==> config.mk <==
export PLATFORM = sky130hd
export DESIGN_NAME = segment_select_delay_pipe
export DESIGN_NICKNAME = d
export VERILOG_FILES = /design/src/rtl/segment_select_delay_pipe.sv
export SDC_FILE = /design/constraint.sdc
export NUM_CORES = 1
export LEC_CHECK = 0
export CAP_MARGIN = 20
export CORE_AREA = 2 2 260 262
export DETAILED_ROUTE_END_ITERATION = 7
export DIE_AREA = 0 0 262 264
export MAX_ROUTING_LAYER = met4
export PLACE_DENSITY = 0.62
export REMOVE_ABC_BUFFERS = 1
export SLEW_MARGIN = 20
export SYNTH_ARGS = -nofsm -noshare
export SYNTH_HDL_FRONTEND = slang
export SYNTH_SLANG_ARGS = --single-unit
==> constraint.sdc <==
create_clock -name clk -period 11.8 [get_ports clk]
set_input_delay 2.36 -clock clk [delete_from_list [all_inputs] [get_ports clk]]
set_output_delay 2.36 -clock clk [all_outputs]
set_load 0.01 [all_outputs]
==> src/rtl/segment_select_delay_pipe.sv <==
// segment_select_delay_pipe: multi-channel select-and-delay stage.
// Each channel selects array_ref_wire when input_bit == zero and
// array_ref_m_wire otherwise. The selected word and its branch bit then pass
// through a DEPTH-stage pipeline. An occupancy tag travels with the data, and
// stall freezes every stage.
//
// Ports:
//   clk              rising-edge clock
//   reset            synchronous active-low reset
//   start            transaction request; operands are sampled with it
//   stall            freezes the pipeline; start is ignored while it is high
//   input_bit, zero  per-channel compare operands, channel c = [c*WIDTH +: WIDTH]
//   array_ref_wire   per-channel value taken on equality
//   array_ref_m_wire per-channel value taken on inequality
//   segment          registered delayed result
//   sel_mask         registered per-channel branch bit (1 = inequality branch)
//   valid            one-cycle pulse per retired transaction
//   busy             high while any stage is occupied
//   done_count       retired-transaction counter, wraps silently
module segment_select_delay_pipe #(
  parameter int unsigned WIDTH    = 32,
  parameter int unsigned CHANNELS = 4,
  parameter int unsigned DEPTH    = 2,
  parameter int unsigned CNT_W    = 16
) (
  input  logic                         clk,
  input  logic                         reset,
  input  logic                         start,
  input  logic                         stall,
  input  logic [CHANNELS*WIDTH-1:0]    input_bit,
  input  logic [CHANNELS*WIDTH-1:0]    zero,
  input  logic [CHANNELS*WIDTH-1:0]    array_ref_wire,
  input  logic [CHANNELS*WIDTH-1:0]    array_ref_m_wire,
  output logic [CHANNELS*WIDTH-1:0]    segment,
  output logic                         valid,
  output logic                         busy,
  output logic [CHANNELS-1:0]          sel_mask,
  output logic [CNT_W-1:0]             done_count
);

  localparam int unsigned DW = CHANNELS * WIDTH;

  logic [DW-1:0]       stage_data [DEPTH];
  logic [CHANNELS-1:0] stage_sel  [DEPTH];
  logic [DEPTH-1:0]    stage_tag;

  logic [DW-1:0]       sel_data_c;
  logic [CHANNELS-1:0] sel_c;
  logic                accept_c;
  logic                busy_next_c;

  // Per-channel full-width compare and branch select.
  always_comb begin
    sel_c      = '0;
    sel_data_c = '0;
    for (int c = 0; c < int'(CHANNELS); c++) begin
      sel_c[c] = (input_bit[c*WIDTH +: WIDTH] != zero[c*WIDTH +: WIDTH]);
      sel_data_c[c*WIDTH +: WIDTH] = sel_c[c] ? array_ref_m_wire[c*WIDTH +: WIDTH]
                                              : array_ref_wire[c*WIDTH +: WIDTH];
    end
  end

  assign accept_c = start & ~stall;

  // Occupancy after an unstalled shift: the new stage-0 tag plus every tag
  // that moves forward. The last-stage tag retires and is therefore excluded.
  always_comb begin
    busy_next_c = accept_c;
    for (int i = 0; i < int'(DEPTH) - 1; i++) begin
      busy_next_c = busy_next_c | stage_tag[i];
    end
  end

  // Pipeline shift, output retirement and counter.
  always_ff @(posedge clk) begin
    if (!reset) begin
      for (int i = 0; i < int'(DEPTH); i++) begin
        stage_data[i] <= '0;
        stage_sel[i]  <= '0;
      end
      stage_tag  <= '0;
      segment    <= '0;
      sel_mask   <= '0;
      valid      <= 1'b0;
      busy       <= 1'b0;
      done_count <= '0;
    end else if (stall) begin
      valid <= 1'b0;
    end else begin
      stage_data[0] <= sel_data_c;
      stage_sel[0]  <= sel_c;
      stage_tag[0]  <= accept_c;
      for (int i = 1; i < int'(DEPTH); i++) begin
        stage_data[i] <= stage_data[i-1];
        stage_sel[i]  <= stage_sel[i-1];
        stage_tag[i]  <= stage_tag[i-1];
      end
      busy <= busy_next_c;
      if (stage_tag[DEPTH-1]) begin
        segment    <= stage_data[DEPTH-1];
        sel_mask   <= stage_sel[DEPTH-1];
        valid      <= 1'b1;
        done_count <= done_count + CNT_W'(1);
      end else begin
        valid <= 1'b0;
      end
    end
  end

endmodule

==> results.ini <==
[run_status]
status = finished, final reports clean

[grt]
grt_max_degree = 206
grt_pass1_vias = 14330
grt_use_met2 = 0.2693
antenna_found_initial = 1
grt_first_pass_wirelength_mm = 82.00
gr-usage-met1 = 0.1842
grt_use_total = 0.1586
grt-busiest-layer = met2
overflow = 0
grtUsageMet3 = 0.03090

[cells_and_area]
antenna_cells = 0
nets = 2816
areaGrowthSynthToFinish_pct = 48.06
postLayoutCellArea_mm2 = 0.02741
nFillCells = 6332
drive_above_1_share = 0.04236
fin_cells = 3210

[logic_synthesis]
netlist_instances = 1677
syn-cell-area_mm2 = 0.01851
synth.avg_cell_area_um2 = 11.04
yosysUniqueCellTypes = 30
yosys_warnings = 0
ys_seq_area_frac = 0.5926
ys_top_cells_by_area = edfxtp_1, dfxtp_1, nand2_1
synth_enable_flop_cells = 264
synth-seq-cells = 416
yosys.area.top_type = edfxtp_1
async_reset_ff_frac = 0
synth_top_area_frac = 0.4282
synthFlopType = edfxtp_1

[cts]
path_clk_slew_ps = 60
cts-buffers-inserted = 47
cts-htree-levels = 2
postCtsSetupRepairBufs = 0
cts_resized = 0
clock-sinks = 416
cts_max_path_buffers = 3
clkLatencyLatePin_ps = 560
cts_root_buf = clkbuf_16
cts_hold_buf = 0
cts_tree = yes

[power]
p_comb_frac = 0.102
seq_power_share = 0.476
p_switching_w = 0.0007383
p_per_area_mw_per_mm2 = 126.1
peakVddDrop_uv = 86.68
pwr-share-clk = 0.422
power_leakage_nw = 10.32
swShare = 0.2135
p_int_w = 0.002719
finalPower_w = 0.003458

[drt]
ant_nets = 0
via_count = 13950
drt_iter0_drc = 517
routedWlPerCell_um = 17.15
post-route-drc-count = 0
drt_wl_total_mm = 55.04
drtPass1Iterations = 4
via_per_inst = 4.347

[worst_setup_path]
cp_slowest_cell = nor2b_4
critPathCaptureType = register
worstPathArrival_ps = 5640
worstPathCellList = clkdlybuf4s50_1 > nor2b_4 > buf_4 > buf_12 > nand2_1 > mux2i_1
cp_max_fo = 205
path_class = in -> reg
startpoint_type = input pin
worstReg2RegStart = stage_tag[1]
cp.required_ps = 12190
critPathMaxStageDelay_ps = 720
crit_start = stall

[placement]
portBuffers = 665
dpl.hpwl_mm = 39.39
place_inst = 3123
placed_area_mm2 = 0.02585
dp_slack_ps = 5890
gp_congestion = 0.9880

[timing]
setup_viol = 0
worstMarginPinSlew_ps = 1068
finalCriticalPeriod_ps = 5248
slew_violations = 0
hold_violations = 0
hold_slack_ps = 460.8
clock.fmax_mhz = 190.5
fin_ws_ps = 6552
worst_clock_skew_ps = 21.72
rsz0062_at_grt = no
period_share = 0.4448
relSlewSlack = 0.2852

[die]
die-area_mm2 = 0.06917
fp.dieW_um = 262
rows = 95
initial_utilization = 0.2781
die_y_um = 264
core-area_mm2 = 0.06656
io_pins = 666

[min_path]
min_from = segment[100]
hold_path.class = reg -> reg

[job]
drv_cap = 0

power by group through the flow:
stage / clock [W] / combinational [W] / sequential (W)
after detailed placement: 0 / 0.000358 / 0.00168
final: 0.00146 / 0.000354 / 0.00164
after global routing: 0.00156 / 0.000383 / 0.00165
after CTS: 0.00151 / 0.000360 / 0.00165
after floorplan: 0 / 0.000135 / 0.00168
after global placement: 0 / 0.000353 / 0.00167
synth_stat cells (2+ instances only):
| cell type | instances |
|---|---|
| nand2_1 | 529 |
| edfxtp_1 | 264 |
| dfxtp_1 | 152 |
| and2_1 | 149 |
| xnor2_1 | 135 |
| a21boi_0 | 134 |
| mux2i_1 | 130 |
| buf_2 | 45 |
| clkbuf_1 | 40 |
| nand4_1 | 35 |
| buf_6 | 12 |
| nor4_2 | 9 |
| xor2_1 | 7 |
| nor2b_1 | 6 |
| buf_1 | 5 |
| nand2_2 | 4 |
| nand3_1 | 3 |
| and3_1 | 2 |
| buf_4 | 2 |
| nand2b_1 | 2 |
| nor2_1 | 2 |
| nor3_1 | 2 |
cells by family (layout without fill, tap and decap cells):
kind of cell,count (synthesis),after routing,share of synthesized area
compound gates,136,136,0.05515
xor+xnor,142,142,0.06718
fa+ha+maj,1,1,0.0006758
buf+inv,104,764,0.02940
flops,416,416,0.5926
mux,130,130,0.07029
simple gates,748,748,0.1847
layout by cell type, fill, tap and decap left out, drive strengths merged, types with 3 or more instances in the layout:
| cell type | n |
|---|---|
| nand3 | 3 |
| clkbuf | 66 |
| a21boi | 134 |
| dfxtp | 152 |
| mux2i | 130 |
| nor2b | 6 |
| nand4 | 35 |
| clkinv | 14 |
| nor4 | 9 |
| xor2 | 7 |
| buf | 13 |
| edfxtp | 264 |
| xnor2 | 135 |
| clkdlybuf4s50 | 664 |
| nand2 | 533 |
| and2 | 149 |
| bufinv | 4 |
area by class of cell:
class	instances	area (µm²)	area share
sequential	416	10970	0.4002
multi-input combinational	1157	7033	0.2566
timing repair buffer	677	6760	0.2466
clock buffer	66	1330	0.04852
tap	873	1092	0.03985
clock inverter	21	224.0	0.008171
through the flow:
stage | utilization | setup TNS (ps)
finish | 0.4118 | 0
global route | 0.4118 | 0
CTS | 0.4117 | 0
detailed placement | 0.3883 | 0
global placement | 0.3883 | 0
floorplan | - | -596570
final timing paths:
kind	depth (start not counted)	endpoint	slack, ps
max reg2reg	5	segment[97]	9050
max	6	stage_data[0][1]	6550
min reg2reg	2	segment[100]	460
min	2	segment[100]	460
worst max-delay path: cells and delay by family:
kind | cells | cell delay [ps]
buf+inv | 3 | 1900
simple gates | 2 | 840
mux | 1 | 200
sequential cells by signal, indices dropped and copies added (netlist names):
signal and flops:
busy 1, segment 128, valid 1, done_count 16, sel_mask 4, stage_sel 8
stage_tag 2, stage_data 256
metal layers:
metal / routed length [µm] / vias up
li1: - / 6874
met1: 22400 / 6561
met2: 27410 / 431
met3: 3148 / 87
met4: 2082 / 0
met5: 0 / -
(Power assumes the default switching activity.)
